`config.mk`:
```
export PLATFORM = sky130hd
export DESIGN_NAME = imem_fetch_unit
export DESIGN_NICKNAME = d
export VERILOG_FILES = /design/src/rtl/imem_pkg.sv /design/src/rtl/imem_array.sv /design/src/rtl/imem_fetch_unit.sv
export SDC_FILE = /design/constraint.sdc
export NUM_CORES = 2
export LEC_CHECK = 0
export ABC_AREA = 1
export ABC_CLOCK_PERIOD_IN_PS = 8350
export CAP_MARGIN = 10
export CORE_ASPECT_RATIO = 1.4
export CORE_UTILIZATION = 40
export DETAILED_ROUTE_END_ITERATION = 10
export GPL_TIMING_DRIVEN = 1
export PLACE_DENSITY = 0.55
export SLEW_MARGIN = 20
export SYNTH_ARGS = -nofsm -noshare
export SYNTH_HDL_FRONTEND = slang
export SYNTH_HIERARCHICAL = 1
export SYNTH_SLANG_ARGS = --single-unit
```
`constraint.sdc`:
```
create_clock -name Clk -period 8.35 [get_ports Clk]
set_clock_uncertainty 0.15 [all_clocks]
set_input_delay 1.2525 -clock Clk [delete_from_list [all_inputs] [get_ports Clk]]
set_output_delay 1.2525 -clock Clk [all_outputs]
set_load 0.02 [all_outputs]
```
`src/rtl/imem_pkg.sv`:
```
// ============================================================================
// Module      : imem_pkg
// Description : Shared types and helpers for the instruction memory fetch unit
// Revision    : 1.0 - initial release
// ============================================================================
`default_nettype none

package imem_pkg;

  typedef enum logic [0:0] {
    IMEM_INIT = 1'b0,
    IMEM_RUN  = 1'b1
  } imem_state_t;

  localparam int IMEM_INIT_MUL_DEFAULT = 3;

  function automatic int imem_idx_w(input int depth);
    return $clog2(depth);
  endfunction

endpackage

`default_nettype wire

```
`src/rtl/imem_array.sv`:
```
// ============================================================================
// Module      : imem_array
// Description : DEPTH x DATA_WIDTH storage, one synchronous read port and one
//               write port; a read and write to the same word returns old data
// Revision    : 1.0 - initial release
// ============================================================================
`default_nettype none

module imem_array
  import imem_pkg::*;
#(
  parameter int DATA_WIDTH = 32,
  parameter int DEPTH      = 128,
  parameter int IDX_W      = imem_idx_w(DEPTH)
) (
  input  logic                  Clk,
  input  logic                  Reset,
  input  logic                  rd_en,
  input  logic [IDX_W-1:0]      rd_idx,
  output logic [DATA_WIDTH-1:0] rd_data,
  input  logic                  wr_en,
  input  logic [IDX_W-1:0]      wr_idx,
  input  logic [DATA_WIDTH-1:0] wr_data
);

  logic [DATA_WIDTH-1:0] mem [DEPTH];
  logic [DATA_WIDTH-1:0] rd_data_q, rd_data_d;

  // Storage has no reset; the init sweep in the parent defines its contents.
  always_ff @(posedge Clk) begin
    if (wr_en) begin
      mem[wr_idx] <= wr_data;
    end
  end

  always_comb begin
    rd_data_d = rd_data_q;
    if (rd_en) begin
      rd_data_d = mem[rd_idx];
    end
  end

  always_ff @(posedge Clk or posedge Reset) begin
    if (Reset) begin
      rd_data_q <= '0;
    end else begin
      rd_data_q <= rd_data_d;
    end
  end

  assign rd_data = rd_data_q;

endmodule

`default_nettype wire

```
`src/rtl/imem_fetch_unit.sv`:
```
// ============================================================================
// Module      : imem_fetch_unit
// Description : Clocked instruction memory with valid/ready fetch port,
//               program-load port and post-reset init sweep.
//               Optional macro IMEM_BOUNDS_CHECK_EN enables address faults.
// Revision    : 1.0 - initial release
// ============================================================================
`default_nettype none

module imem_fetch_unit
  import imem_pkg::*;
#(
  parameter int DATA_WIDTH = 32,
  parameter int DEPTH      = 128,
  parameter int ADDR_WIDTH = 32,
  parameter int INIT_MUL   = IMEM_INIT_MUL_DEFAULT
) (
  input  logic                  Clk,
  input  logic                  Reset,
  output logic                  init_done,
  input  logic                  req_valid,
  output logic                  req_ready,
  input  logic [ADDR_WIDTH-1:0] req_addr,
  output logic                  resp_valid,
  input  logic                  resp_ready,
  output logic [DATA_WIDTH-1:0] resp_data,
  output logic                  resp_err,
  input  logic                  ld_en,
  input  logic [ADDR_WIDTH-1:0] ld_addr,
  input  logic [DATA_WIDTH-1:0] ld_data
);

  localparam int IDX_W = imem_idx_w(DEPTH);

  imem_state_t           state_q, state_d;
  logic [IDX_W-1:0]      cnt_q, cnt_d;
  logic                  resp_valid_q, resp_valid_d;
  logic                  resp_err_q, resp_err_d;

  logic                  req_fire;
  logic                  req_fault, ld_fault;
  logic [IDX_W-1:0]      req_idx, ld_idx;
  logic                  wr_en;
  logic [IDX_W-1:0]      wr_idx;
  logic [DATA_WIDTH-1:0] wr_data;
  logic [DATA_WIDTH-1:0] rd_data;
  logic                  unused_addr;

  assign req_idx = req_addr[IDX_W+1:2];
  assign ld_idx  = ld_addr[IDX_W+1:2];

`ifdef IMEM_BOUNDS_CHECK_EN
  assign req_fault = (req_addr[1:0] != 2'b00) || ((req_addr >> (IDX_W + 2)) != '0);
  assign ld_fault  = (ld_addr[1:0] != 2'b00)  || ((ld_addr  >> (IDX_W + 2)) != '0);
`else
  assign req_fault = 1'b0;
  assign ld_fault  = 1'b0;
`endif

  // Byte-select and upper bits are intentionally dropped in the wrap build.
  assign unused_addr = &{1'b0, req_addr, ld_addr};

  assign req_ready = (state_q == IMEM_RUN) && (!resp_valid_q || resp_ready);
  assign req_fire  = req_valid && req_ready;

  always_comb begin
    state_d      = state_q;
    cnt_d        = cnt_q;
    resp_valid_d = resp_valid_q;
    resp_err_d   = resp_err_q;
    wr_en        = 1'b0;
    wr_idx       = ld_idx;
    wr_data      = ld_data;

    case (state_q)
      IMEM_INIT: begin
        wr_en   = 1'b1;
        wr_idx  = cnt_q;
        wr_data = DATA_WIDTH'(cnt_q) * DATA_WIDTH'(INIT_MUL);
        cnt_d   = cnt_q + IDX_W'(1);
        if (cnt_q == IDX_W'(DEPTH - 1)) begin
          state_d = IMEM_RUN;
        end
      end
      IMEM_RUN: begin
        wr_en = ld_en && !ld_fault;
      end
      default: begin
        state_d = IMEM_INIT;
      end
    endcase

    if (req_fire) begin
      resp_valid_d = 1'b1;
      resp_err_d   = req_fault;
    end else if (resp_ready) begin
      resp_valid_d = 1'b0;
    end
  end

  always_ff @(posedge Clk or posedge Reset) begin
    if (Reset) begin
      state_q      <= IMEM_INIT;
      cnt_q        <= '0;
      resp_valid_q <= 1'b0;
      resp_err_q   <= 1'b0;
    end else begin
      state_q      <= state_d;
      cnt_q        <= cnt_d;
      resp_valid_q <= resp_valid_d;
      resp_err_q   <= resp_err_d;
    end
  end

  imem_array #(
    .DATA_WIDTH (DATA_WIDTH),
    .DEPTH      (DEPTH),
    .IDX_W      (IDX_W)
  ) u_array (
    .Clk     (Clk),
    .Reset   (Reset),
    .rd_en   (req_fire),
    .rd_idx  (req_idx),
    .rd_data (rd_data),
    .wr_en   (wr_en),
    .wr_idx  (wr_idx),
    .wr_data (wr_data)
  );

  assign init_done  = (state_q == IMEM_RUN);
  assign resp_valid = resp_valid_q;
  assign resp_err   = resp_err_q;
  assign resp_data  = resp_err_q ? '0 : rd_data;

endmodule

`default_nettype wire

```
==> flow_summary.json <==
{
  "antenna_found_initial": 16,
  "peakVddDrop_uv": 175.8,
  "fin_hold_ws_ns": 0.3399,
  "grt_busiest_layer": "met2",
  "hold_viol": 0,
  "cts-buffers-inserted": 385,
  "cts_tree": "yes",
  "cts_root_buf": "clkbuf_16",
  "required_ns": 8.80,
  "vias": 106453,
  "synth_fp_nets": 13783,
  "overflow": 0,
  "rows": 280,
  "layout_commonest_cell": "nand2_1",
  "tns_ns": 0,
  "cts_buffer_depth": 4,
  "crit_path_start_kind": "flip-flop",
  "syn_inst": 13673,
  "drive_gt1_share_pct": 7.296,
  "ctsHoldBuffers": 0,
  "drt_pass1_iterations": 6,
  "stdcell_count": 19326,
  "avgRoutedWirePerCell_um": 26.21,
  "syn_avg_cell_area_um2": 12.19,
  "wirelength_um": 506500,
  "grt_pass1_vias": 100173,
  "via_per_inst": 5.508,
  "yosys_warnings": 6,
  "place_hpwl_um": 273100,
  "path_clk_slew_ns": 0.07,
  "cap_viol_max_count": 0,
  "pin_count": 137,
  "htreeDepth": 5,
  "rsz0062_at_grt": "no",
  "postCtsSetupRepairBufs": 0,
  "final.min_clock_period_ns": 4.943,
  "outcome": "completed",
  "met2_usage_pct": 40.42,
  "tritoncts_num_sinks": 4137,
  "clk_latency_ns": 0.97,
  "die_height_um": 765.9,
  "path_class": "reg2reg",
  "placed_cells": 18632,
  "ys_types": 32,
  "post_synth_main_area_contributors": "edfxtp_1, nand3_1, nand2_1",
  "grt_pass1_wl_um": 719500,
  "drt_iter0_drc": 10731,
  "timing.slew.headroom_pct": 16.13,
  "n_fill_cell": 37390,
  "die_w_um": 547.6,
  "grt_use_met3_pct": 2.560,
  "netlist.area_leader.share_pct": 73.77,
  "fin_nets": 13630,
  "cp-end-kind": "flip-flop",
  "drtAntennaViolNets": 0,
  "gp_congestion": 0.8580,
  "core_um2": 415100,
  "slew_viol_final": 0,
  "timing.fmax_mhz": 202.3,
  "layout.area.seq_um2": 124000,
  "hp-class": "reg2reg",
  "ys_seq_area_share_pct": 74.39,
  "setup_viol": 0,
  "synth-seq-cells": 4137,
  "setup_ws_ns": 3.407,
  "p_per_area_nw_per_um2": 227.2,
  "layout_common_cells": "nand2_1, edfxtp_1, nand3_1",
  "syn_area_um2": 166700,
  "pre_cts_ws_ns": 2.937,
  "grtUsageMet1_pct": 29.27,
  "areaGrowthSynthToFinish_pct": 11.33,
  "die_area_um2": 419400,
  "drc_errors": 0,
  "start_util_pct": 40.16,
  "place.port_buffers": 85,
  "multi_input_area_um2": 38390,
  "p_leak_nw": 61.79,
  "period_share_pct": 59.20,
  "cts_resized": 0,
  "cp_max_fo": 51,
  "tightest_slew_ns": 1.250,
  "grt_max_degree": 185,
  "grt_usage_pct": 23.66,
  "cp.arrival_ns": 5.39,
  "netlist.top_cell.by_area": "edfxtp_1"
}
## synthesized netlist by cell type, drive strengths merged
cell and number:
a21oi 5, nor3 9, inv 67, buf 802
edfxtp 4096, ha 8, dfrtp 41, clkinv 1
fa 1, o21ai 12, o22ai 1, clkbuf 122
nand3 4046, or2 1, nor2 145, nand4 2
xor2 4, nand2 4307, xnor2 2, conb 1
## sequential cells by signal (all words and copies together), names as in the netlist
signal and cells:
u_array/rd_data 32, u_array/mem 4096, init_done 1, resp_valid 1, cnt_q 7
## worst max-delay path: stages (launching register included)
cell     delay (ns)
dfrtp_2        0.96
o21ai_1        0.66
nor2_1         0.65
nand2_1        0.66
nor2_4         1.10
buf_4          0.36
## layout make-up
type | instances | share of cell area (%)
tap | 5499 | 3.707
multi-input combinational | 8544 | 20.68
timing repair buffer | 384 | 2.024
clock inverter | 198 | 1.058
inverter | 68 | 0.2029
sequential | 4137 | 66.82
clock buffer | 485 | 5.489
antenna | 11 | 0.01483
## metrics by stage
| stage | util (%) | cell area (µm²) | power [W] |
|---|---|---|---|
| after floorplan | - | 166700 | 0.02440 |
| after global placement | 41.76 | 173400 | 0.02520 |
| after detailed placement | 41.78 | 173400 | 0.02522 |
| after CTS | 44.70 | 185600 | 0.04242 |
| after global routing | 44.70 | 185600 | 0.04336 |
| final | 44.71 | 185600 | 0.04218 |
## kinds of logic (layout without fill, tap and decap cells)
logic type                 after synthesis  count (layout)  synth area share [%]
AOI/OAI and AO/OA                       18              18               0.05704
adders and majority gates                9               9               0.07205
other                                    1              12              0.002249
and+or+nand+nor                       8510            8510                 22.22
buffers and inverters                  992            1135                 3.226
xor gates and xnor gates                 6               6               0.03152
DFF                                   4137            4137                 74.39
## per-layer routing
metal	vias up	part of all wire (%)	wire length (µm)
li1	48420	-	-
met1	53605	39	195700
met4	0	6.3	31880
met5	-	0	0
met2	3616	49	250300
met3	812	5.7	28660
## path summary, 6_finish.rpt
kind / from / to / slack [ns] / cells after the start
worst max-delay path: init_done$_DFF_PP0_ / u_array/mem[23][8]$_DFFE_PP_ / 3.41 / 5
worst min-delay path: u_array/rd_data[0]$_DFFE_PP0P_ / u_array/rd_data[0]$_DFFE_PP0P_ / 0.34 / 2
worst max register to register: init_done$_DFF_PP0_ / u_array/mem[23][8]$_DFFE_PP_ / 3.41 / 5
worst min register to register: u_array/rd_data[0]$_DFFE_PP0P_ / u_array/rd_data[0]$_DFFE_PP0P_ / 0.34 / 2
max in group asynchronous: Reset / u_array/rd_data[20]$_DFFE_PP0P_ / 6.44 / 2
min in group asynchronous: Reset / cnt_q[6]$_DFFE_PP0N_ / 0.69 / 2
## where the power goes
| part | total [W] | internal [W] | switching (W) |
|---|---|---|---|
| clock | 0.0174 | 0.00977 | 0.00763 |
| combinational | 0.00230 | 0.000608 | 0.00169 |
| sequential | 0.0225 | 0.0225 | 0.0000132 |
| total | 0.0422 | 0.0328 | 0.00934 |
(Power assumes the default switching activity.)
